## config.mk

```make
export PLATFORM = sky130hd
export DESIGN_NAME = debug_uart_rx
export DESIGN_NICKNAME = d
export VERILOG_FILES = /design/src/rtl/debug_uart_pkg.sv /design/src/rtl/uart_rx.sv /design/src/rtl/debug_uart_rx.sv
export SDC_FILE = /design/constraint.sdc
export NUM_CORES = 1
export LEC_CHECK = 0
export ABC_AREA = 0
export BUFFER_PORTS_ARGS = -buffer_cell sky130_fd_sc_hd__buf_2
export CAP_MARGIN = 40
export CELL_PAD_IN_SITES_DETAIL_PLACEMENT = 2
export CELL_PAD_IN_SITES_GLOBAL_PLACEMENT = 2
export CORE_ASPECT_RATIO = 1.25
export CORE_MARGIN = 5
export CORE_UTILIZATION = 39
export CTS_CLUSTER_DIAMETER = 40
export CTS_CLUSTER_SIZE = 30
export DETAILED_ROUTE_END_ITERATION = 7
export PLACE_DENSITY = 0.78
export SLEW_MARGIN = 20
export SYNTH_ARGS = -nofsm -noshare
export SYNTH_HDL_FRONTEND = slang
export SYNTH_SLANG_ARGS = --single-unit
```

## constraint.sdc

```tcl
create_clock -name clk -period 5.2 [get_ports clk]
set_input_delay 0 -clock clk [delete_from_list [all_inputs] [get_ports clk]]
set_output_delay 0 -clock clk [all_outputs]
set_load 0.01 [all_outputs]
```

## src/rtl/debug_uart_pkg.sv

```systemverilog
// debug_uart_pkg: ASCII constants, FSM encodings and line-template helpers for debug_uart_rx
package debug_uart_pkg;
  localparam logic [7:0] CH_S     = 8'h53;
  localparam logic [7:0] CH_P     = 8'h70;
  localparam logic [7:0] CH_O     = 8'h4F;
  localparam logic [7:0] CH_2     = 8'h32;
  localparam logic [7:0] CH_COLON = 8'h3A;
  localparam logic [7:0] CH_PCT   = 8'h25;
  localparam logic [7:0] CH_COMMA = 8'h2C;
  localparam logic [7:0] CH_H     = 8'h48;
  localparam logic [7:0] CH_R     = 8'h52;
  localparam logic [7:0] CH_SP    = 8'h20;
  localparam logic [7:0] CH_CR    = 8'h0D;
  localparam logic [7:0] CH_LF    = 8'h0A;
  localparam logic [7:0] CH_0     = 8'h30;
  localparam logic [7:0] CH_9     = 8'h39;
  typedef enum logic [1:0] {RX_IDLE, RX_START, RX_DATA, RX_STOP} rx_state_t;
  typedef enum logic [2:0] {P_HUNT, P_HDR1, P_SDIG, P_MID, P_HDIG, P_TAIL} p_state_t;
  function automatic logic [7:0] exp_char(p_state_t s, logic [2:0] i);
    return s == P_HDR1 ? (i == 3'd0 ? CH_P : i == 3'd1 ? CH_O : i == 3'd2 ? CH_2 : CH_COLON) :
           s == P_MID  ? (i == 3'd0 ? CH_PCT : i == 3'd1 ? CH_COMMA : i == 3'd2 ? CH_H :
                          i == 3'd3 ? CH_R : CH_COLON) :
                         (i == 3'd0 ? CH_SP : i == 3'd1 ? CH_CR : CH_LF);
  endfunction
  function automatic logic [2:0] last_idx(p_state_t s);
    return s == P_HDR1 ? 3'd3 : s == P_MID ? 3'd4 : 3'd2;
  endfunction
  function automatic p_state_t next_field(p_state_t s);
    return s == P_HDR1 ? P_SDIG : s == P_SDIG ? P_MID : s == P_MID ? P_HDIG :
           s == P_HDIG ? P_TAIL : P_HUNT;
  endfunction
endpackage

```

## src/rtl/uart_rx.sv

```systemverilog
// uart_rx: 8N1 byte receiver with 2-flop input synchronizer and mid-bit sampling
// ports: clk, rst_n (sync, active-low), rx_pin (async line, idle high),
//        rx_data (last good byte), rx_data_valid (1-cycle byte strobe),
//        rx_frame_err (1-cycle pulse on low stop bit)
module uart_rx
  import debug_uart_pkg::*;
#(
  parameter int CLK_FRE   = 33,
  parameter int BAUD_RATE = 1000000
) (
  input  logic       clk,
  input  logic       rst_n,
  input  logic       rx_pin,
  output logic [7:0] rx_data,
  output logic       rx_data_valid,
  output logic       rx_frame_err
);
  localparam int BIT_CYC = CLK_FRE * 1000000 / BAUD_RATE;
  localparam int CW = $clog2(BIT_CYC + 1);
  localparam logic [CW-1:0] HALF = CW'(BIT_CYC / 2);
  localparam logic [CW-1:0] LAST = CW'(BIT_CYC - 1);
  rx_state_t st, nst;
  logic rx_s1, rx_s2, rx_d;
  logic [CW-1:0] cnt;
  logic [2:0] bit_idx;
  logic [7:0] shreg;
  logic fall, half, full;
  assign fall = rx_d & ~rx_s2;
  assign half = cnt == HALF;
  assign full = cnt == LAST;
  // a low stop bit returns to IDLE at once: IDLE only reacts to a falling edge,
  // so the receiver implicitly waits for the line to go high again
  always_comb
    nst = st == RX_IDLE  ? (fall ? RX_START : RX_IDLE) :
          st == RX_START ? (half ? (rx_s2 ? RX_IDLE : RX_DATA) : RX_START) :
          st == RX_DATA  ? (full && bit_idx == 3'd7 ? RX_STOP : RX_DATA) :
                           (full ? RX_IDLE : RX_STOP);
  always_ff @(posedge clk) begin
    if (!rst_n) begin
      {rx_d, rx_s2, rx_s1} <= 3'b111;
      st <= RX_IDLE;
      cnt <= '0;
      bit_idx <= '0;
      shreg <= '0;
      rx_data <= '0;
      rx_data_valid <= 1'b0;
      rx_frame_err <= 1'b0;
    end else begin
      {rx_d, rx_s2, rx_s1} <= {rx_s2, rx_s1, rx_pin};
      st <= nst;
      cnt <= (st == RX_IDLE || nst != st || full) ? '0 : cnt + 1'b1;
      if (st == RX_DATA && full) begin
        shreg <= {rx_s2, shreg[7:1]};
        bit_idx <= bit_idx + 1'b1;
      end
      if (st == RX_STOP && full && rx_s2) rx_data <= shreg;
      rx_data_valid <= st == RX_STOP && full && rx_s2;
      rx_frame_err <= st == RX_STOP && full && !rx_s2;
    end
  end
endmodule

```

## src/rtl/debug_uart_rx.sv

```systemverilog
// debug_uart_rx: receives "SpO2:DDD%,HR:DDD \r\n" lines over UART and publishes the values
// ports: clk, rst_n (sync, active-low), uart_rx (async line), spo2_value[7:0], hr_value[9:0],
//        data_valid / frame_err / parse_err (1-cycle pulses)
// option: DEBUG_UART_RX_TIMEOUT_EN aborts a stalled partial line after 16 byte times
module debug_uart_rx
  import debug_uart_pkg::*;
#(
  parameter int CLK_FRE   = 33,
  parameter int BAUD_RATE = 1000000
) (
  input  logic       clk,
  input  logic       rst_n,
  input  logic       uart_rx,
  output logic [7:0] spo2_value,
  output logic [9:0] hr_value,
  output logic       data_valid,
  output logic       frame_err,
  output logic       parse_err
);
  logic [7:0] rx_data;
  logic rx_valid;
  p_state_t ps, nps;
  logic [2:0] idx, nidx;
  logic [9:0] sacc, nsacc, hacc, nhacc, nacc;
  logic is_dig, dig_st, ok, perr_n, accept, tmo_hit;
  uart_rx #(.CLK_FRE(CLK_FRE), .BAUD_RATE(BAUD_RATE)) u_rx (
    .clk(clk),
    .rst_n(rst_n),
    .rx_pin(uart_rx),
    .rx_data(rx_data),
    .rx_data_valid(rx_valid),
    .rx_frame_err(frame_err)
  );
`ifdef DEBUG_UART_RX_TIMEOUT_EN
  localparam int BIT_CYC = CLK_FRE * 1000000 / BAUD_RATE;
  localparam int TMO = 16 * 10 * BIT_CYC;
  localparam int TW = $clog2(TMO + 1);
  logic [TW-1:0] tmo_cnt;
  assign tmo_hit = tmo_cnt == TW'(TMO - 1);
  always_ff @(posedge clk) begin
    if (!rst_n) tmo_cnt <= '0;
    else tmo_cnt <= (ps == P_HUNT || rx_valid || tmo_hit) ? '0 : tmo_cnt + 1'b1;
  end
`else
  assign tmo_hit = 1'b0;
`endif
  assign is_dig = rx_data >= CH_0 && rx_data <= CH_9;
  assign dig_st = ps == P_SDIG || ps == P_HDIG;
  assign ok = dig_st ? is_dig : rx_data == exp_char(ps, idx);
  assign nacc = (ps == P_SDIG ? sacc : hacc) * 10'd10 + {6'd0, rx_data[3:0]};
  always_comb begin
    nps = ps;
    nidx = idx;
    nsacc = sacc;
    nhacc = hacc;
    perr_n = 1'b0;
    accept = 1'b0;
    if (frame_err) begin
      nps = P_HUNT;
      nidx = '0;
    end else if (rx_valid) begin
      if (ps == P_HUNT) begin
        if (rx_data == CH_S) begin
          nps = P_HDR1;
          nidx = '0;
          nsacc = '0;
          nhacc = '0;
        end
      end else if (ok) begin
        nsacc = ps == P_SDIG ? nacc : sacc;
        nhacc = ps == P_HDIG ? nacc : hacc;
        nidx = idx == last_idx(ps) ? 3'd0 : idx + 1'b1;
        nps = idx == last_idx(ps) ? next_field(ps) : ps;
        perr_n = ps == P_TAIL && idx == 3'd2 && sacc > 10'd255;
        accept = ps == P_TAIL && idx == 3'd2 && sacc <= 10'd255;
      end else begin
        perr_n = 1'b1;
        nps = rx_data == CH_S ? P_HDR1 : P_HUNT;
        nidx = '0;
        nsacc = '0;
        nhacc = '0;
      end
    end else if (tmo_hit) begin
      perr_n = 1'b1;
      nps = P_HUNT;
      nidx = '0;
    end
  end
  always_ff @(posedge clk) begin
    if (!rst_n) begin
      ps <= P_HUNT;
      idx <= '0;
      sacc <= '0;
      hacc <= '0;
      spo2_value <= 8'd95;
      hr_value <= 10'd75;
      data_valid <= 1'b0;
      parse_err <= 1'b0;
    end else begin
      ps <= nps;
      idx <= nidx;
      sacc <= nsacc;
      hacc <= nhacc;
      data_valid <= accept;
      parse_err <= perr_n;
      if (accept) begin
        spo2_value <= sacc[7:0];
        hr_value <= hacc;
      end
    end
  end
endmodule

```

==> flow_summary.yaml, run 1 <==
sta:
  hold_violations: 0
  fmax_ghz: 0.2363
  maxSlewViolCount: 0
  setup_viol_count_final: 0
  setup_slack_ps: 967.4
  post-route-period-util_pct: 81.40
  final.setup_skew_ps: 6.201
  max_slew_margin_pct: 48.51
  worst-slew-pin-transition_ps: 769.4
  finalSetupTns_ps: 0
  min_period_ps: 4233
  rsz0062_at_grt: "no"
routing:
  post_drt_wl_per_cell_um: 19.70
  viasPerCell: 5.616
  detail-route-antenna-nets: 0
  post-route-drc-count: 0
  length_of_the_first_detailed_routing_pass_in_iterations: 5
  finalWirelength_um: 12200
  drt_iter0_drc: 78
  num_vias: 3476
die:
  start_util_pct: 39.98
  core-area_um2: 10670
  num_rows: 42
  die_area_um2: 13140
  ios: 24
  die_x_um: 103.5
  fp.dieH_um: 126.9
global_routing:
  met2_usage_pct: 36.22
  grt_antenna_before_repair: 0
  grt_peak_use_layer: "met2"
  grt_usage_pct: 19.26
  grt_remaining_overflow: 0
  grt_pass1_vias: 3843
  use_met3_pct: 3.506
  grt_use_met1_pct: 22.01
  wire_length_of_the_first_global_routing_pass_um: 20510
  pin_count_of_the_biggest_net_entering_global_routing: 34
cts:
  clock_path_buffers: 2
  clk-insertion-delay-late_ps: 350
  cts-buffers-inserted: 9
  cts_h_tree_depth: 3
  clock_edge_transition_at_the_registers_on_the_reported_setup_and_hold_paths_ps: 60
  clock_tree.root_cell: "clkbuf_16"
  tritoncts: "built"
  cts_sinks: 78
power:
  power.density_nw_per_um2: 274.4
  p_leak_uw: 0.001818
  vdd.ir_drop.worst_uv: 153.5
yosys:
  synth_cells: 465
  synthesis.yosys.warnings: 0
  async_flop_share_pct: 0
  post_synth_instance_area_um2: 4265
  yosys.cell_types.count: 72
  synth_nets: 493
  synth-edff-count: 0
  synth_flop_cell: "dfxtp_1"
  portion_of_the_post_synthesis_area_used_by_sequential_elements_pct: 36.61
  yosys_register_bits: 78
  synthesis.area_per_instance_um2: 9.173
layout:
  post_route_cells_drive_above_1_share_pct: 14.78
  layout.cells.most_common_list: "dfxtp_1 (78), nor2_1 (58), nand2_1 (51), mux2i_1 (30)"
  multi_input_area_um2: 2535
  antennaDiodeCount: 0
  seq_area_um2: 1562
  fillerInstances: 1171
  finalNetCount: 510
  most_common_library_cell_in_the_layout_ignoring_fill_and_taps: "dfxtp_1"
  syn_to_final_growth_pct: 12.44
min_path:
  holdCritPathClass: "in -> reg"
run_status:
  run_status: "completed"
setup_path:
  highest_net_fanout_along_the_worst_path: 16
  crit_required_ps: 5470
  critPathKind: "reg -> reg"
  critical_path.endpoint_type: "register"
  crit_arrival_ps: 4500
  startpoint_types: "register"
place:
  port_buffers: 23
  dpl.hpwl_um: 8758
  setup_ws_pre_cts_ps: 1102
  final_gp_congestion: 0.7989
job:
  cap_violations: 0
registers in the layout, summed over array words and instances (netlist names), 2 cells and up:
name          cells
hr_value         10
u_rx.st           2
u_rx.cnt          6
spo2_value        8
u_rx.rx_data      8
u_rx.bit_idx      3
idx               3
ps                3
sacc             10
u_rx.shreg        8
hacc             10
stage by stage:
step           area, um^2  power (uW)  hold WS, ps  std cells  util [%]
2_1_floorplan        4265       629.3        101.5        465         -
3_3_place_gp         4441       635.8        187.0        600     41.63
3_5_place_dp         4456       637.8        185.9        601     41.77
5_1_grt              4796        1363        171.3        619     44.96
6_report             4796        1316        159.4        619     44.96
4_1_cts              4788        1335        146.1        618     44.89
repair_timing:
| action | in CTS | in global routing |
|---|---|---|
| hold buffers | 1 | 0 |
| resized for setup | 0 | 0 |
| endpoints found under the hold margin | 1 | 0 |
| setup buffers | 0 | 0 |
power breakdown:
group,internal (uW),switching (uW),leakage (uW),total (uW)
Clock,424,267,0.000153,691
Sequential,599,1.54,0.000629,601
Combinational,6.36,17.7,0.00104,24.1
cell type report:
cell class / count / area share [%]
multi-input combinational: 353 / 52.86
sequential: 78 / 32.56
clock buffer: 10 / 4.774
timing repair buffer: 29 / 3.548
tap: 132 / 3.444
clock inverter: 6 / 1.957
inverter: 11 / 0.8609
final timing paths:
path                            startpoint    endpoint  slack [ps]  cells after the start
worst max-delay path                 ps[1]     hacc[9]         970                     13
worst min-delay path                 rst_n  u_rx.rx_s1         160                      2
worst max register to register       ps[1]     hacc[9]         970                     13
worst min register to register  u_rx.rx_s1  u_rx.rx_s2         410                      1
cell families (layout without fill, tap and decap cells):
group,Yosys count,in the layout,synth area share [%]
AO/OA/AOI/OAI,92,92,17.69
XOR/XNOR,20,20,4.107
adder cells (fa/ha/maj),25,25,7.686
buffers and inverters,34,56,3.960
flip-flops,78,78,36.61
multiplexers,40,40,9.768
AND/OR/NAND/NOR,176,176,20.18
synthesized netlist by cell type, types with 9 or more instances:
cell type,count,share of area [%]
xnor2_1,12,2.5
nor2_1,58,5.1
nand2_1,51,4.5
nand2b_1,9,1.3
mux2i_1,30,7.0
ha_1,23,6.7
dfxtp_1,78,37
mux2_2,9,2.4
inv_1,11,0.97
a21oi_1,21,2.5
clkbuf_1,13,1.1
a32o_1,9,2.1
layer usage:
| metal | vias up | wire [um] |
|---|---|---|
| li1 | 1692 | - |
| met1 | 1747 | 5228 |
| met2 | 22 | 6594 |
| met3 | 15 | 205 |
| met4 | 0 | 168 |
| met5 | - | 0 |
critical path: stages (launching register included):
cell	delay, ps
dfxtp_1	600
nor3b_1	240
buf_4	220
mux2_2	400
ha_1	300
ha_1	230
fa_1	410
xor2_1	300
nand4_1	220
nor4b_1	550
xnor2_1	200
xnor2_1	140
o2111ai_1	160
mux2i_1	190
(Power assumes the default switching activity.)
==> run 2: changes to the inputs <==
ABC_AREA = 1   (was 0)
CORE_UTILIZATION = 35   (was 39)
clock period = 3.9 ns   (was 5.2 ns; I/O delays follow)
==> flow_summary.yaml, run 2 <==
global_routing:
  wire_length_of_the_first_global_routing_pass_um: 22510
  grt_usage_pct: 18.24
  grt_pass1_vias: 4746
  pin_count_of_the_biggest_net_entering_global_routing: 61
  grt_remaining_overflow: 0
  grt_antenna_before_repair: 0
layout:
  syn_to_final_growth_pct: 11.24
  fillerInstances: 1541
  finalNetCount: 688
  layout.cells.most_common_list: "nand2_1 (143), nor2_1 (96), inv_1 (82), dfxtp_1 (78), nand3_1 (57)"
  seq_area_um2: 1562
  most_common_library_cell_in_the_layout_ignoring_fill_and_taps: "nand2_1"
  post_route_cells_drive_above_1_share_pct: 12.50
  biggestRegsByFlops: "hacc: 10 flops, hr_value: 10 flops, sacc: 10 flops"
  multi_input_area_um2: 2425
  antennaDiodeCount: 0
sta:
  post-route-period-util_pct: 90.75
  maxSlewViolCount: 0
  min_period_ps: 3539
  fmax_ghz: 0.2826
  final.setup_skew_ps: 9.650
  rsz0062_at_grt: "no"
  finalSetupTns_ps: 0
  hold_violations: 0
  worst-slew-pin-transition_ps: 651.1
  setup_viol_count_final: 0
  max_slew_margin_pct: 56.55
cts:
  clock_tree.root_cell: "clkbuf_16"
  cts-buffers-inserted: 9
  clock_path_buffers: 2
  clk-insertion-delay-late_ps: 340
  cts_h_tree_depth: 3
  clock_edge_transition_at_the_registers_on_the_reported_setup_and_hold_paths_ps: 70
  cts_sinks: 78
  tritoncts: "built"
setup_path:
  crit_chain: "inv_4 -> nand3_2 -> o21ai_0 -> ha_1 -> ha_1 -> fa_1 -> inv_1 -> nor2_1 -> nand2_1 -> o21ai_0 -> nand2_1 -> inv_1 -> nand3_1 -> nand3_1 -> nand2_1 -> nor2_1"
  number_of_buffer_and_inverter_stages_on_the_critical_path: 3
  critical_path.max_stage_delay_ps: 530
  crit_path_top_delay_cell: "fa_1"
  critical_path.most_common_cell: "nand2_1"
  startpoint_types: "register"
  crit_required_ps: 4180
  critPathKind: "reg -> reg"
  crit_arrival_ps: 3820
  highest_net_fanout_along_the_worst_path: 11
  critical_path.endpoint_type: "register"
  critPathTopFamily: "adder cells"
power:
  vdd.ir_drop.worst_uv: 174.5
  power.density_nw_per_um2: 326.8
  overall_power_uw: 1618
  p_leak_uw: 0.002451
die:
  num_rows: 46
  die_x_um: 110.9
  core-area_um2: 12600
  start_util_pct: 35.32
  die_area_um2: 15090
  fp.dieH_um: 136.1
  ios: 24
yosys:
  synth-edff-count: 0
  synth.most_common_cell: "nand2_1"
  synthesis.yosys.warnings: 0
  async_flop_share_pct: 0
  synth_nets: 672
  post_synth_main_area_contributors: "dfxtp_1 (35%), nand2_1 (12%), nor2_1 (8.1%), inv_1 (6.9%), nand3_1 (6.5%)"
  synthDominantAreaCellType: "dfxtp_1"
  proportion_of_netlist_area_held_by_the_largest_area_contributor_pct: 35.08
  yosys-top-cells-count: "nand2_1 (143), nor2_1 (96), inv_1 (82)"
  yosys_register_bits: 78
  portion_of_the_post_synthesis_area_used_by_sequential_elements_pct: 35.08
  synth_cells: 644
  synthesis.area_per_instance_um2: 6.913
  synth_flop_cell: "dfxtp_1"
  post_synth_instance_area_um2: 4452
  yosys.cell_types.count: 41
place:
  final_gp_congestion: 0.8214
  port_buffers: 23
  dpl.hpwl_um: 9733
routing:
  length_of_the_first_detailed_routing_pass_in_iterations: 4
  finalWirelength_um: 13350
  viasPerCell: 5.048
  post_drt_wl_per_cell_um: 16.04
  detail-route-antenna-nets: 0
  num_vias: 4200
  post-route-drc-count: 0
  drt_iter0_drc: 114
job:
  cap_violations: 0
min_path:
  holdCritPathClass: "in -> reg"
run_status:
  run_status: "completed"
[run 2: report_power, final]
part / internal (uW) / switching [uW] / leakage, uW
sequential: 799 / 1.36 / 0.000629
clock: 427 / 362 / 0.000127
combinational: 8.37 / 21.2 / 0.00169
[run 2: area by class of cell]
| cell class | count | share of cell area (%) |
|---|---|---|
| inverters | 89 | 6.796 |
| flip-flops and latches | 78 | 31.53 |
| multi-input cells | 454 | 48.96 |
| clock buffers | 9 | 4.548 |
| clock inverters | 6 | 0.7832 |
| repair buffers | 28 | 3.133 |
| well taps | 168 | 4.245 |
[run 2: final timing paths]
kind	to	depth (start not counted)	from	slack, ps
worst max-delay path	sacc[8]	16	ps[2]	360
worst min register to register	u_rx.rx_s2	1	u_rx.rx_s1	430
worst max register to register	sacc[8]	16	ps[2]	360
worst min-delay path	spo2_value[1]	3	rst_n	250
[run 2: metrics by stage]
stage	area, um^2	utilization (%)	setup slack [ps]	hold WS (ps)	std cells
2_1_floorplan	4452	-	723.9	106.6	644
3_3_place_gp	4673	37.08	448.4	187.9	816
3_5_place_dp	4673	37.08	284.3	200.3	816
4_1_cts	4947	39.25	122.2	259.5	832
5_1_grt	4952	39.29	86.46	292.7	832
6_report	4952	39.29	360.8	249.5	832
[run 2: worst reg2reg max path: stages (launching register included)]
cell and delay (ps):
dfxtp_1 450, inv_4 160, nand3_2 240, o21ai_0 450, ha_1 310, ha_1 240
fa_1 530, inv_1 80, nor2_1 170, nand2_1 110, o21ai_0 180, nand2_1 80
inv_1 60, nand3_1 100, nand3_1 120, nand2_1 80, nor2_1 120
[run 2: cell families (layout without fill, tap and decap cells)]
family / count (synthesis) / after routing / synth area share (%)
and+or+nand+nor: 337 / 337 / 34.49
buffers and inverters: 112 / 132 / 10.57
AOI/OAI and AO/OA: 89 / 89 / 11.92
DFF: 78 / 78 / 35.08
adders and majority gates: 25 / 25 / 7.364
xor gates and xnor gates: 3 / 3 / 0.5903
[run 2: per-layer routing]
layer / track usage (%) / wire (um) / part of all wire (%)
met4: 6.229 / 221 / 1.7
met3: 1.915 / 185 / 1.4
met2: 37.99 / 7573 / 57
met5: 0 / 0 / 0
met1: 18.56 / 5368 / 40
[run 2: what timing repair did]
| item | CTS | global route |
|---|---|---|
| hold buffers | 1 | 0 |
| resized for setup | 0 | 2 |
| setup endpoints to repair | 0 | 6 |
| endpoints found under the hold margin | 1 | 0 |
| buffers inserted | 0 | 0 |
